--- src/rtl/tx_packet_builder.sv ---
// Serialises a snapshot of the local node state into one 16-bit word stream.
// Define TX_CHECKSUM_EN to append an XOR checksum word to every packet.
module tx_packet_builder #(
    parameter logic [15:0] NODE_ID   = 16'h000C,
    parameter logic [3:0]  SYNC      = 4'hA,
    parameter int          STALL_MAX = 255
) (
    input  logic        clk,
    input  logic        rst,
    input  logic        tx_req,
    input  logic [1:0]  tx_type,
    input  logic [15:0] hops,
    input  logic [15:0] q_value,
    input  logic [15:0] energy,
    input  logic [15:0] dest_id,
    input  logic [15:0] payload,
    input  logic        role,
    input  logic        low_e,
    output logic [15:0] tx_data,
    output logic        tx_valid,
    input  logic        tx_ready,
    output logic        tx_last,
    output logic        tx_busy,
    output logic        tx_done,
    output logic        tx_abort
);

    typedef enum logic {
        IDLE,
        SEND
    } state_t;

    localparam logic [15:0] STALL_LIM = 16'(STALL_MAX);
    localparam bit          STALL_EN  = (STALL_MAX != 0);

    state_t      state_q;
    state_t      state_d;
    logic [15:0] words_q [8];
    logic [15:0] cap     [8];
    logic [3:0]  cap_len;
    logic [2:0]  last_q;
    logic [2:0]  idx_q;
    logic [3:0]  seq_q;
    logic [15:0] stall_q;
    logic        done_q;
    logic        done_d;
    logic        abort_q;
    logic        abort_d;
    logic        hs;
    logic        stalled;
    logic        last_hs;
    logic        timeout;
    logic        start;
`ifdef TX_CHECKSUM_EN
    logic [15:0] csum;
`endif

    // Packet image assembled from the live inputs; latched only on start.
    always_comb begin
        cap = '{default: 16'h0000};
`ifdef TX_CHECKSUM_EN
        cap_len = (tx_type == 2'd0) ? 4'd6 : 4'd5;
`else
        cap_len = (tx_type == 2'd0) ? 4'd5 : 4'd4;
`endif
        cap[0] = {SYNC, tx_type, role, low_e, cap_len, seq_q};
        cap[1] = NODE_ID;
        unique case (tx_type)
            2'd0: begin
                cap[2] = hops;
                cap[3] = q_value;
                cap[4] = energy;
            end
            2'd1: begin
                cap[2] = q_value;
                cap[3] = energy;
            end
            2'd2: begin
                cap[2] = dest_id;
                cap[3] = q_value;
            end
            default: begin
                cap[2] = dest_id;
                cap[3] = payload;
            end
        endcase
`ifdef TX_CHECKSUM_EN
        csum = cap[0] ^ cap[1] ^ cap[2] ^ cap[3] ^ cap[4];
        if (tx_type == 2'd0) begin
            cap[5] = csum;
        end else begin
            cap[4] = csum;
        end
`endif
    end

    assign tx_valid = (state_q == SEND);
    assign tx_busy  = (state_q == SEND);
    assign tx_data  = tx_valid ? words_q[idx_q] : 16'h0000;
    assign tx_last  = tx_valid && (idx_q == last_q);
    assign tx_done  = done_q;
    assign tx_abort = abort_q;

    assign hs      = tx_valid && tx_ready;
    assign stalled = tx_valid && !tx_ready;
    assign last_hs = hs && (idx_q == last_q);
    assign timeout = STALL_EN && stalled
                     && (stall_q + 16'd1 == STALL_LIM);
    assign start   = (state_q == IDLE) && tx_req;

    always_comb begin
        state_d = state_q;
        done_d  = 1'b0;
        abort_d = 1'b0;
        unique case (state_q)
            IDLE: begin
                if (tx_req) begin
                    state_d = SEND;
                end
            end
            SEND: begin
                if (last_hs) begin
                    state_d = IDLE;
                    done_d  = 1'b1;
                end else if (timeout) begin
                    state_d = IDLE;
                    abort_d = 1'b1;
                end
            end
            default: state_d = IDLE;
        endcase
    end

    always_ff @(posedge clk) begin
        if (rst) begin
            state_q <= IDLE;
            done_q  <= 1'b0;
            abort_q <= 1'b0;
            seq_q   <= 4'd0;
            idx_q   <= 3'd0;
            last_q  <= 3'd0;
            stall_q <= 16'd0;
            for (int i = 0; i < 8; i++) begin
                words_q[i] <= 16'h0000;
            end
        end else begin
            state_q <= state_d;
            done_q  <= done_d;
            abort_q <= abort_d;
            if (start) begin
                words_q <= cap;
                last_q  <= 3'(cap_len - 4'd1);
                idx_q   <= 3'd0;
                stall_q <= 16'd0;
            end else if (hs) begin
                idx_q   <= idx_q + 3'd1;
                stall_q <= 16'd0;
            end else if (stalled && stall_q != 16'hFFFF) begin
                stall_q <= stall_q + 16'd1;
            end
            if (last_hs) begin
                seq_q <= seq_q + 4'd1;
            end
        end
    end

endmodule
--- config.mk ---
export PLATFORM = sky130hd
export DESIGN_NAME = tx_packet_builder
export DESIGN_NICKNAME = d
export VERILOG_FILES = /design/src/rtl/tx_packet_builder.sv
export SDC_FILE = /design/constraint.sdc
export NUM_CORES = 1
export LEC_CHECK = 0
export ABC_AREA = 1
export CORE_MARGIN = 3
export CORE_UTILIZATION = 47
export DETAILED_ROUTE_END_ITERATION = 10
export GPL_ROUTABILITY_DRIVEN = 0
export PLACE_DENSITY = 0.77
export SLEW_MARGIN = 15
export SYNTH_ARGS = -nofsm -noshare
export SYNTH_HDL_FRONTEND = slang
export SYNTH_SLANG_ARGS = --single-unit
--- constraint.sdc ---
create_clock -name clk -period 1.7 [get_ports clk]
set_input_delay 0.34 -clock clk [delete_from_list [all_inputs] [get_ports clk]]
set_output_delay 0.34 -clock clk [all_outputs]
set_load 0.02 [all_outputs]
==> results of run 1 <==
==> critical path, delay by kind of cell, from the launching register on <==
kind	cells	cell delay (ns)
AO/OA/AOI/OAI	2	0.63
buffers and inverters	2	0.32
flip-flops	1	0.40
==> stage by stage <==
stage               TNS [ns]  utilization [%]  cell area (um^2)  instances  total power [mW]
CTS                   -3.676            70.89              6242        831             4.742
finish                -3.950            73.77              6496        838             4.798
global placement      -6.840            66.78              5881        813             3.109
floorplan            -0.8596                -              4375        580             2.645
global route          -5.203            73.77              6496        838             4.966
detailed placement    -7.972            66.78              5881        813             3.131
==> repair_timing <==
action / 4_1_cts / 5_1_grt
endpoints found under the setup margin: 21 / 37
endpoints found under the hold margin: 0 / 0
buffers inserted: 2 / 7
gates resized for setup: 141 / 66
pin swaps: 5 / 18
==> state kept, by name, indices dropped and copies added, names as in the netlist <==
signal / flops
words_q: 58
stall_q: 16
seq_q: 4
idx_q: 3
last_q: 1
tx_abort: 1
tx_busy: 1
tx_done: 1
==> power breakdown <==
group | switching, mW | internal (mW) | leakage (nW)
combinational | 0.504 | 0.477 | 1.64
clock | 0.780 | 0.835 | 0.106
sequential | 0.0951 | 2.11 | 0.703
==> cells in the final DEF, fill, tap and decap left out, types with 9 or more instances in the layout <==
| cell type | synthesis | routed |
|---|---|---|
| sky130_fd_sc_hd__nand3_1 | 13 | 11 |
| sky130_fd_sc_hd__inv_1 | 29 | 25 |
| sky130_fd_sc_hd__nor2_4 | 4 | 9 |
| sky130_fd_sc_hd__nand2_1 | 112 | 103 |
| sky130_fd_sc_hd__a21oi_1 | 69 | 64 |
| sky130_fd_sc_hd__a22oi_1 | 9 | 9 |
| sky130_fd_sc_hd__buf_6 | 1 | 12 |
| sky130_fd_sc_hd__clkdlybuf4s50_1 | 0 | 89 |
| sky130_fd_sc_hd__dfxtp_1 | 85 | 74 |
| sky130_fd_sc_hd__buf_4 | 5 | 57 |
| sky130_fd_sc_hd__o21ai_1 | 1 | 9 |
| sky130_fd_sc_hd__nor2_1 | 32 | 24 |
| sky130_fd_sc_hd__nand2_2 | 5 | 12 |
| sky130_fd_sc_hd__a31oi_1 | 18 | 18 |
| sky130_fd_sc_hd__a32o_1 | 16 | 16 |
| sky130_fd_sc_hd__o21ai_0 | 68 | 57 |
| sky130_fd_sc_hd__clkbuf_8 | 0 | 9 |
| sky130_fd_sc_hd__a221oi_1 | 20 | 16 |
==> path summary, 6_finish.rpt <==
kind | from | cells after the start | endpoint
hold / removal | seq_q[3]$_SDFFE_PP0P_ | 2 | words_q[115]$_SDFFE_PP0P_
setup reg to reg | stall_q[2]$_SDFFE_PP0P_ | 11 | tx_busy$_SDFF_PP0_
setup / recovery | idx_q[0]$_SDFFE_PP0P_ | 4 | tx_data[0]
hold reg to reg | seq_q[3]$_SDFFE_PP0P_ | 2 | words_q[115]$_SDFFE_PP0P_
==> cells by family (layout without fill, tap and decap cells) <==
logic type | after synthesis | after routing | synth area share [%]
fa+ha+maj | 4 | 4 | 1.160
flops | 85 | 85 | 39.45
buf+inv | 75 | 225 | 7.426
compound gates | 225 | 225 | 32.23
xor+xnor | 2 | 2 | 0.4062
simple gates | 189 | 189 | 19.32
==> per-layer routing <==
metal  global-route usage [%]  vias up  part of all wire [%]
li1                         -     2376                     -
met1                    35.21     2333                    40
met2                    47.08      281                    48
met3                    6.474       53                   8.6
met4                    11.55        0                   3.1
met5                        0        -                     0
==> layout make-up <==
| class | count | area (um^2) | share of cell area (%) |
|---|---|---|---|
| clock inverters | 7 | 97.59 | 1.502 |
| multi-input cells | 420 | 2616 | 40.27 |
| repair buffers | 171 | 1627 | 25.04 |
| well taps | 108 | 135.1 | 2.080 |
| inverters | 38 | 168.9 | 2.600 |
| flip-flops and latches | 85 | 1728 | 26.60 |
| clock buffers | 9 | 123.9 | 1.907 |
==> impl.org, run 1 <==
** Run status
- The run finished, with violations left.
- Violations in the final reports :: setup timing

** STA
- Headroom to the max-slew limit came out at 68.76%.
- Setup repair after global routing could not meet its margin everywhere.
- Worst Max-Slew Pin Slew :: 0.4636 ns
- Based on the critical path, the design can be clocked at up to 487.4 MHz.
- On the final layout, the worst clock skew is 0.006630 ns.
- The smallest clock period supported by the final layout is computed as 2.052 ns.
- The number of pins exceeding their max-slew limit in the final report came to 0.
- The final hold violation count was 0.
- The tightest hold path in the finished design has a slack of 0.4887 ns.
- Period utilization :: 120.7%
- Setup violations remaining at the end of the flow were counted as 17.
- Worst Setup Slack, final :: -0.3517 ns

** Hold path
- Min-Delay Path Class :: register to register

** CTS
- The number of hold buffers added after CTS was 0.
- Insertion delay to the later sink of the worst-skew pair :: 0.36 ns
- Maximum buffer depth of the clock tree :: 2
- Clock-pin slew of the registers on the worst-case setup and hold paths :: 0.09 ns
- Clock tree synthesis selected as its root buffer the cell sky130_fd_sc_hd__clkbuf_8.
- TritonCTS built the clock tree.
- The H-tree was split into 3 levels.
- CTS buffer count :: 9
- CTS saw 85 sinks.

** Setup path
- The signal on the critical path passes through inv_4 > o21ai_0 > a2111oi_4 > buf_4.
- For flop-to-flop paths, the worst setup slack is 0.05 ns.
- For this run, the slowest stage of the critical path takes 0.43 ns.
- On the critical path, the stage with the largest delay is an instance of sky130_fd_sc_hd__a2111oi_4.
- Data on the critical path is required at its endpoint by 1.36 ns.
- Type of element launching the critical path :: register
- The worst setup path is captured at an output port.
- The critical path is of the register to output port type.
- Along the worst path, the maximum fanout reaches 8.
- Data on the critical path arrives at its endpoint at 1.71 ns.

** Place
- Minimum setup slack after placement :: -0.5081 ns
- Summed over all nets, the half-perimeter wirelength after detailed placement is 10,400 um.
- PortBufs :: 108

** Pwr
- The analysis attributes to cell leakage a power of 2.445 nW.
- VDD sags by at most 0.3840 mV.
- Power per standard cell area :: 738.5 mW/mm^2

** Layout
- Net count of the finished layout :: 817
- Of the cells placed in the final design, the portion with a size suffix greater than 1 is 25.34%.
- Synthesis-to-layout area growth :: 50.62%
- The filler cells instantiated in the layout total 682.
- Antenna diode count :: 0

** Synthesis
- Mean instance size in the synthesized netlist :: 7.436 um^2
- Post-Synthesis Cell Area :: 0.004313 mm^2
- Synth warn :: 0
- Flop and latch count out of synthesis :: 85
- Cells after synthesis :: 580
- Most frequent cell after synthesis :: sky130_fd_sc_hd__nand2_1
- Yosys mapped a number of flops with a built-in enable equal to 0.
- Sequential elements use 39.45% of the synthesized area.
- In this run, distinct cell masters in the synthesized netlist total 40.
- The number of nets in the synthesized netlist is 672.
- Largest cells by area after synthesis :: sky130_fd_sc_hd__dfxtp_1 (39%), sky130_fd_sc_hd__nand2_1 (9.7%), sky130_fd_sc_hd__a21oi_1 (8.0%), sky130_fd_sc_hd__o21ai_0 (7.9%), sky130_fd_sc_hd__a221oi_1 (4.1%)
- Commonest cells in the synthesized netlist :: sky130_fd_sc_hd__nand2_1 (112), sky130_fd_sc_hd__dfxtp_1 (85), sky130_fd_sc_hd__a21oi_1 (69)
- Post-synth top area share :: 39.45%
- Top cell type by total area after synthesis :: sky130_fd_sc_hd__dfxtp_1
- Counting flops with an async set or reset pin after synthesis yields a share of 0%.
- Main flop type after synthesis :: sky130_fd_sc_hd__dfxtp_1

** Global routing
- Global-route usage over all layers :: 28.25%
- First-pass GRT wire length :: 23,220 um
- For this run the aggregate overflow at the end of global routing stands at 0.
- Number of antenna violations at the first check in global routing :: 0
- The via count of the first global-routing pass came to 4,880.
- Largest net degree at the start of global routing :: 61

** Route
- Final WL :: 14,710 um
- In this run, the number of DRC markers left after iteration 0 of detailed routing was 346.
- Routed len/inst :: 17.56 um
- Detailed routing inserted a total of 5,043 vias.
- Number of design rule violations left after detail routing :: 0
- Vias per cell :: 6.018
- Before antenna repair, the detailed router went through 7 iterations.
- Antenna violation net count after detailed routing :: 0

** Flow run
- Across the run, the number of max-cap violations was 0.

** Floorplan
- Row generation in the floorplan step produced 34 rows.
- Core area :: 0.008806 mm^2
- Measured along the x axis, the die boundary spans 101.8 um.
- Area of the die :: 0.01036 mm^2
- Measured along the y axis, the die boundary spans 101.8 um.
- For this configuration, the core starts out at a cell density of 48.98%.
- Number of ports placed on the die boundary :: 109
Note: power is estimated with default switching activity, not from simulation.
==> run 2: changes to the inputs <==
--- a/config.mk
+++ b/config.mk
@@ -7,4 +7,5 @@
 export LEC_CHECK = 0
 export ABC_AREA = 1
+export CORE_ASPECT_RATIO = 1.25
 export CORE_MARGIN = 3
 export CORE_UTILIZATION = 47
==> constraint.sdc (replaced) <==
create_clock -name clk -period 1.7 [get_ports clk]
set_input_delay 0.51 -clock clk [delete_from_list [all_inputs] [get_ports clk]]
set_output_delay 0.51 -clock clk [all_outputs]
set_load 0.02 [all_outputs]
==> impl.org, run 2 (same netlist as run 1, synthesis figures left out) <==
** Run status
- Status :: complete, but fails checks
- The final reports fail on setup timing.

** Floorplan
- Area of the die :: 0.01037 mm^2 (about the same)
- The number of placement rows came to 38 (+12%).
- Initial cell density of the core :: 49.03% (+0.056 points)
- Number of ports placed on the die boundary :: 109 (unchanged)
- Core area :: 0.008796 mm^2 (-0.11%)
- The vertical die dimension is 113.1 um (+11%).
- The die outline width is 91.68 um (-9.9%).

** STA
- Setup repair after global routing could not meet its margin everywhere.
- Worst Setup Slack, final :: -0.5998 ns (-0.2481 ns)
- Timing-limited maximum frequency :: 434.8 MHz (-11%)
- Setup-failing EPs final :: 56 (+39)
- Aggregate negative setup slack :: -12.38 ns (-8.431 ns)
- The final worst clock skew was 0.01189 ns (+0.005261 ns).
- The worst slew slack as a fraction of its limit came to 74.77% (+6.0 points).
- Final period demand of the worst path :: 2.300 ns (+0.2481 ns)
- Period utilization :: 135.3% (+15 points)
- The worst hold margin is 0.4934 ns (+0.004769 ns).
- The final hold violation count is 0 (unchanged).
- The measured slew at the worst slew-check pin was 0.3785 ns (-0.08512 ns).
- The number of pins exceeding their max-slew limit in the final report was 0 (unchanged).

** CTS
- CTS buffer count :: 9 (unchanged)
- The cts-stage hold buffer count was 0 (unchanged).
- The CTS H-tree depth is 3 (unchanged).
- Maximum buffer depth of the clock tree :: 2 (unchanged)
- TritonCTS clock tree :: yes
- The clock-pin slew on the worst setup and hold paths was 0.09 ns (about the same).
- The clock latency of the later-clocked register in the worst-skew pair came to 0.37 ns (about the same).
- In this run the clock root is driven by a sky130_fd_sc_hd__clkbuf_8.
- Clock sink count :: 85 (unchanged)

** Layout
- Counting flops per register, the top entry is words_q.
- In the layout the commonest cells are sky130_fd_sc_hd__nand2_1 (98), sky130_fd_sc_hd__clkdlybuf4s50_1 (87), sky130_fd_sc_hd__dfxtp_1 (74).
- Sequential cell area :: 0.001725 mm^2 (-0.15%)
- Antenna diode count :: 0 (unchanged)
- The share of cells above drive strength 1 is 37.04% (+12 points).
- Max reg flops :: 58 (unchanged)
- Relative to the synthesized area, the layout overhead comes to 74.38%.
- The total non-filler cell area in the finished layout is 0.007521 mm^2 (+16%).
- Leaving out fill and tap cells, the most frequent cell in the layout is sky130_fd_sc_hd__nand2_1.
- The number of fill cells is 423 (-38%).
- The net count reported at finish was 851 (+4.2%).
- Leading registers by flop count :: words_q (58), stall_q (16), seq_q (4)
- Combined area of the multi-input logic cells :: 0.003073 mm^2 (+17%)

** Flow run
- The reported max-cap violation count was 0 (unchanged).

** Setup path
- In this run the critical register-to-register path is captured at stall_q[11]$_SDFFE_PP0P_.
- Cell Chain, Critical Path :: clkinv_4 > nor2_4 > buf_12 > nand2_2 > nand4_1 > nand2_2 > a21oi_4 > buf_6
- The worst setup path is captured at an output port.
- The startpoint identified for the worst register-to-register timing path is tx_busy$_SDFF_PP0_.
- Required time at the worst-slack endpoint :: 1.19 ns (-0.17 ns)
- The number of logic stages on the critical path including buffering is 8 (+4).
- The setup path with the least slack is of type register to output port.
- The critical-path maximum fanout is 6 (-2).
- Crit path buffers/inverters :: 3 (+1)
- Slowest cell on crit path :: sky130_fd_sc_hd__dfxtp_4
- Cell family with the largest share of critical-path delay :: simple AND/OR/NAND/NOR gates
- Type of element launching the critical path :: register
- Data arrival, critical path :: 1.79 ns (+0.08 ns)
- In this design, the critical path's most frequently occurring cell is sky130_fd_sc_hd__nand2_2.
- The stage delay of the slowest cell on the critical path is 0.41 ns (-0.02 ns).
- Flop-to-flop setup slack :: -0.20 ns (-0.25 ns)
- The depth of the most critical reg-to-reg path was 11 (unchanged).

** Route
- The total vias in the final route came to 5,624 (+12%).
- Final WL :: 19,020 um (+29%)
- Number of iterations in the first detailed-routing pass :: 6 (-1)
- The antenna violation net count after detailed routing was 0 (unchanged).
- The DRC violation count after routing came to 0 (unchanged).
- The wire length per cell came to 21.51 um (+23%).
- Initial drt markers :: 648 (+87%)
- Vias per cell :: 6.362 (+5.7%)

** Place
- The instance area after placement is 0.006223 mm^2 (+5.8%).
- The number of input and output port buffers inserted came to 108 (unchanged).
- The HPWL after detailed placement is 10,520 um (+1.1%).

** Global routing
- The via count of the first global-routing pass came to 5,166 (+5.9%).
- The global-route wire length before repair came to 24,930 um (+7.4%).
- The leftover overflow at the end of global routing was 0 (unchanged).
- Global-route usage over all layers :: 29.90% (+1.6 points)
- The initial antenna violation count was 0 (unchanged).
- The maximum number of pins on one net before global-route repair was 46 (-25%).

** Hold path
- Min-Delay Path Class :: register to register
- The number of instances on the worst hold path was 1 (-1).
- The worst hold path terminates at words_q[56]$_SDFFE_PP0P_.
- The startpoint identified for the worst hold timing path is words_q[56]$_SDFFE_PP0P_.

** Pwr
- Tot Pwr :: 5.531 mW (+15%)
- The power density of the placed cells came to 735.4 mW/mm^2 (-0.43%).
- Worst-case vdd ir drop :: 0.4280 mV (+11%)
- The cell leakage power came to 2.787 nW (+14%).
run 2: cell types whose count changed in the layout (fill, tap and decap cells not counted), sizes merged:
cell / previous run / this run
bufinv: 2 / 4
inv: 36 / 34
clkbuf: 9 / 15
clkinvlp: 3 / 0
clkinv: 4 / 7
clkdlybuf4s50: 89 / 87
buf: 80 / 110
run 2: worst register-to-register path, delay by kind of cell, from the launching register on:
kind	cells	cell delay [ns]
AO/OA/AOI/OAI	2	0.23
buffers and inverters	6	0.75
AND/OR/NAND/NOR	3	0.38
flip-flops	1	0.44
run 2: area by class of cell:
class	count	share of cell area, %
Clock buffer	10	1.830
Multi-Input combinational cell	420	40.86
Timing Repair inverter	1	0.1497
Tap cell	120	1.996
Timing Repair Buffer	204	28.12
Inverter	38	2.329
Clock inverter	6	1.780
Sequential cell	85	22.94
run 2: power breakdown:
part | switching (mW) | internal [mW] | total, mW | leakage [nW]
Clock | 0.790 | 1.17 | 1.95 | 0.136
Combinational | 0.666 | 0.660 | 1.33 | 1.95
Sequential | 0.141 | 2.11 | 2.25 | 0.703
run 2: how the worst max path moves through the flow:
| stage | start | slack (ns) | end |
|---|---|---|---|
| after floorplan | idx_q[2]$_SDFFE_PP0P_ | 0.007 | tx_data[11] |
| after global placement | idx_q[0]$_SDFFE_PP0P_ | -0.60 | tx_data[0] |
| after detailed placement | idx_q[0]$_SDFFE_PP0P_ | -0.69 | tx_data[10] |
| after CTS | idx_q[0]$_SDFFE_PP0P_ | -0.50 | tx_last |
| after global routing | idx_q[1]$_SDFFE_PP0P_ | -0.64 | tx_data[3] |
| final | idx_q[1]$_SDFFE_PP0P_ | -0.60 | tx_data[3] |
run 2: per-stage QoR:
step,instances,utilization (%),worst slack [ns]
final,884,85.51,-0.5998
after global routing,884,85.51,-0.6418
after CTS,862,77.37,-0.5022
after detailed placement,835,70.75,-0.6942
after global placement,835,70.75,-0.6013
after floorplan,580,-,0.006585
run 2: per-layer routing:
layer  share of wire, %  GRT usage [%]
met5                  0              0
met4                6.4          15.19
met3                8.8          5.053
met2                 49          52.46
met1                 36          34.84
run 2: repair_timing:
| item | in CTS | in global routing |
|---|---|---|
| setup endpoints to repair | 85 | 73 |
| setup buffers | 11 | 21 |
| pin swaps | 11 | 36 |
| resized for setup | 156 | 141 |
| cloned | 1 | 7 |
==> run 3: changes to the inputs <==
- PLACE_DENSITY: 0.77 -> 0.84
==> impl.org, run 3 (same netlist as run 1, synthesis figures left out) <==
** Setup path
- The setup path with the least slack is of type register to output port.
- The depth of the most critical reg-to-reg path came to 12 (+1).
- STA classifies the critical path endpoint as an output port.
- The endpoint required time on the critical path was 1.19 ns (about the same).
- Data arrival, critical path :: 1.75 ns (-0.04 ns)
- Critical path peak fanout :: 8 (+2)
- Walking the worst path, the cells encountered are nand2_2 > clkinv_4 > a22oi_2 > a31oi_1 > a31oi_1 > nor2_2 > buf_2.
- In this run the worst setup path begins at idx_q[1]$_SDFFE_PP0P_.
- The startpoint identified for the worst register-to-register timing path is stall_q[1]$_SDFFE_PP0P_.
- Slowest cell on crit path :: sky130_fd_sc_hd__dfxtp_4
- The stage delay of the slowest cell on the critical path is 0.38 ns (-0.03 ns).
- STA classifies the critical path startpoint as a register.
- Counting stages on the worst path, the most repeated cell is sky130_fd_sc_hd__a31oi_1.

** STA
- Worst Setup Slack, final :: -0.5570 ns (+0.04279 ns)
- The worst slew slack as a fraction of its limit is 68.80% (-6.0 points).
- Largest clock skew in the final design :: 0.008876 ns (-0.003015 ns)
- The share of the cycle needed by the critical path after routing is 132.8% (-2.5 points).
- The post-layout minimum cycle time was 2.257 ns (-0.04279 ns).
- The final count of negative-setup-slack endpoints is 17 (-70%).
- Worst Max-Slew Pin Slew :: 0.4681 ns (+0.08955 ns)
- The number of pins exceeding their max-slew limit in the final report is 0 (unchanged).
- Final hold viol count :: 0 (unchanged)
- The accumulated negative setup slack is -8.109 ns (+4.272 ns).
- Setup repair after global routing could not meet its margin everywhere.
- Timing-limited maximum frequency :: 443.1 MHz (+1.9%)

** CTS
- CTS buffer count :: 9 (unchanged)
- Cell at the root of the clock tree :: sky130_fd_sc_hd__clkbuf_8
- Insertion delay to the later sink of the worst-skew pair :: 0.36 ns (about the same)
- TritonCTS built the clock tree.
- Clock-pin slew of the registers on the worst-case setup and hold paths :: 0.09 ns (about the same)
- The CTS H-tree depth is 3 (unchanged).
- Clock sink count :: 85 (unchanged)
- Number of hold buffers added after cts :: 0 (unchanged)
- The maximum count of clock buffers along a single path is 2 (unchanged).

** Floorplan
- The die outline width came to 91.68 um (unchanged).
- The initial cell density of the core was 49.03% (unchanged).
- The number of placement rows came to 38 (unchanged).
- Number of ports placed on the die boundary :: 109 (unchanged)
- Die height :: 113.1 um (unchanged)
- The area of the die came to 0.01037 mm^2 (unchanged).
- The placeable core region came to 0.008796 mm^2 (unchanged).

** Place
- PortBufs :: 108 (unchanged)
- The instance area after placement came to 0.006158 mm^2 (-1.0%).
- The HPWL after detailed placement is 10,640 um (+1.1%).
- Placed Cells incl. Taps :: 828 (-0.84%)

** Hold path
- Hold Path Depth :: 1 (unchanged)
- The path class of the tightest hold or removal check is register to register.
- In this run the most critical hold path is launched from words_q[51]$_SDFFE_PP0P_.

** Layout
- The net count reported at finish came to 817 (-4.0%).
- Post-route cell area :: 0.006777 mm^2 (-9.9%)
- Non-Filler Instances :: 850 (-3.8%)
- Relative to the synthesized area, the layout overhead comes to 57.12%.
- Register containing the most flip-flops in the final layout :: words_q
- Leading registers by flop count :: words_q (58), stall_q (16), seq_q (4)
- Max reg flops :: 58 (unchanged)
- Most frequent cells in the layout :: sky130_fd_sc_hd__nand2_1 (103), sky130_fd_sc_hd__clkdlybuf4s50_1 (86), sky130_fd_sc_hd__dfxtp_1 (75)
- Antenna diode count :: 0 (unchanged)
- The share of cells above drive strength 1 is 26.85% (-10 points).
- The library cell used most frequently in the layout, excluding fill and tap cells, is sky130_fd_sc_hd__nand2_1.

** Route
- The antenna violation net count after detailed routing came to 0 (unchanged).
- Number of design rule violations left after detail routing :: 0 (unchanged)
- Number of iterations in the first detailed-routing pass :: 6 (unchanged)
- The routed wire length is 15,580 um (-18%).
- The via density per instance is 6.119 (-3.8%).
- The wire length per cell was 18.33 um (-15%).
- The total vias in the final route was 5,201 (-7.5%).
- The initial detailed-routing violation count is 450 (-31%).

** Pwr
- The maximum VDD drop is 0.4297 mV (+0.41%).
- Static leakage power :: 2.477 nW (-11%)
- Tot Pwr :: 4.934 mW (-11%)
- Power per standard cell area :: 728.2 mW/mm^2 (-0.98%)

** Run status
- Status :: complete, but fails checks
- The checks that failed: setup timing.

** Global routing
- The all-layer global routing usage came to 28.64% (-1.3 points).
- The leftover overflow at the end of global routing is 0 (unchanged).
- First-pass GRT wire length :: 24,110 um (-3.3%)
- The initial antenna violation count is 0 (unchanged).
- Largest net degree at the start of global routing :: 52 (+13%)
- Via count of the first global-routing pass :: 5,129 (-0.72%)

** Flow run
- The reported max-cap violation count was 0 (unchanged).
[run 3: cell types whose count changed in the layout (fill, tap and decap cells not counted), sizes merged, moves of 2 or more]
cell | previous run | this run
buf | 110 | 80
bufinv | 4 | 2
clkbuf | 15 | 12
clkinv | 7 | 5
clkinvlp | 0 | 3
[run 3: what timing repair did]
item,in CTS,in global routing
resized for setup,135,62
pin swaps,5,10
setup endpoints to repair,23,38
setup buffers,2,7
[run 3: layout make-up]
type,instances,area [um^2]
well taps,120,150.1
flip-flops and latches,85,1722
fillers,557,2019
clock buffers,11,141.4
clock inverters,5,83.83
inverters,38,158.9
multi-input cells,420,2806
repair buffers,171,1714
[run 3: report_power, final]
part           leakage, nW  internal (mW)  switching [mW]
sequential           0.702           2.11           0.114
combinational         1.67          0.532           0.551
clock                0.106          0.871           0.759
total                 2.48           3.51            1.42
[run 3: stage by stage]
step / util (%) / setup slack, ns / hold slack [ns]
detailed placement: 70.01 / -0.6862 / 0.4591
floorplan: - / 0.006585 / 0.4396
global placement: 70.01 / -0.6019 / 0.4471
global route: 77.04 / -0.6388 / 0.5070
finish: 77.04 / -0.5570 / 0.4796
CTS: 73.97 / -0.4808 / 0.4795
[run 3: worst paths after layout]
path                            slack (ns)                  endpoint
worst max register to register        0.01        tx_busy$_SDFF_PP0_
worst min-delay path                  0.48  words_q[51]$_SDFFE_PP0P_
worst min register to register        0.48  words_q[51]$_SDFFE_PP0P_
worst max-delay path                 -0.56                tx_data[2]
[run 3: per-layer routing]
metal  track usage, %  up-vias  wire [um]
met5                0        -          0
met4            13.38        0        489
met3            5.452       51       1241
met2            50.71      312       8035
met1            33.10     2465       5815
li1                 -     2373          -
[run 3: worst max-delay path, delay by kind of cell (launching register included)]
kind	cells	cell delay [ns]
DFF	1	0.38
and+or+nand+nor	2	0.18
buffers and inverters	2	0.29
AOI/OAI and AO/OA	3	0.54
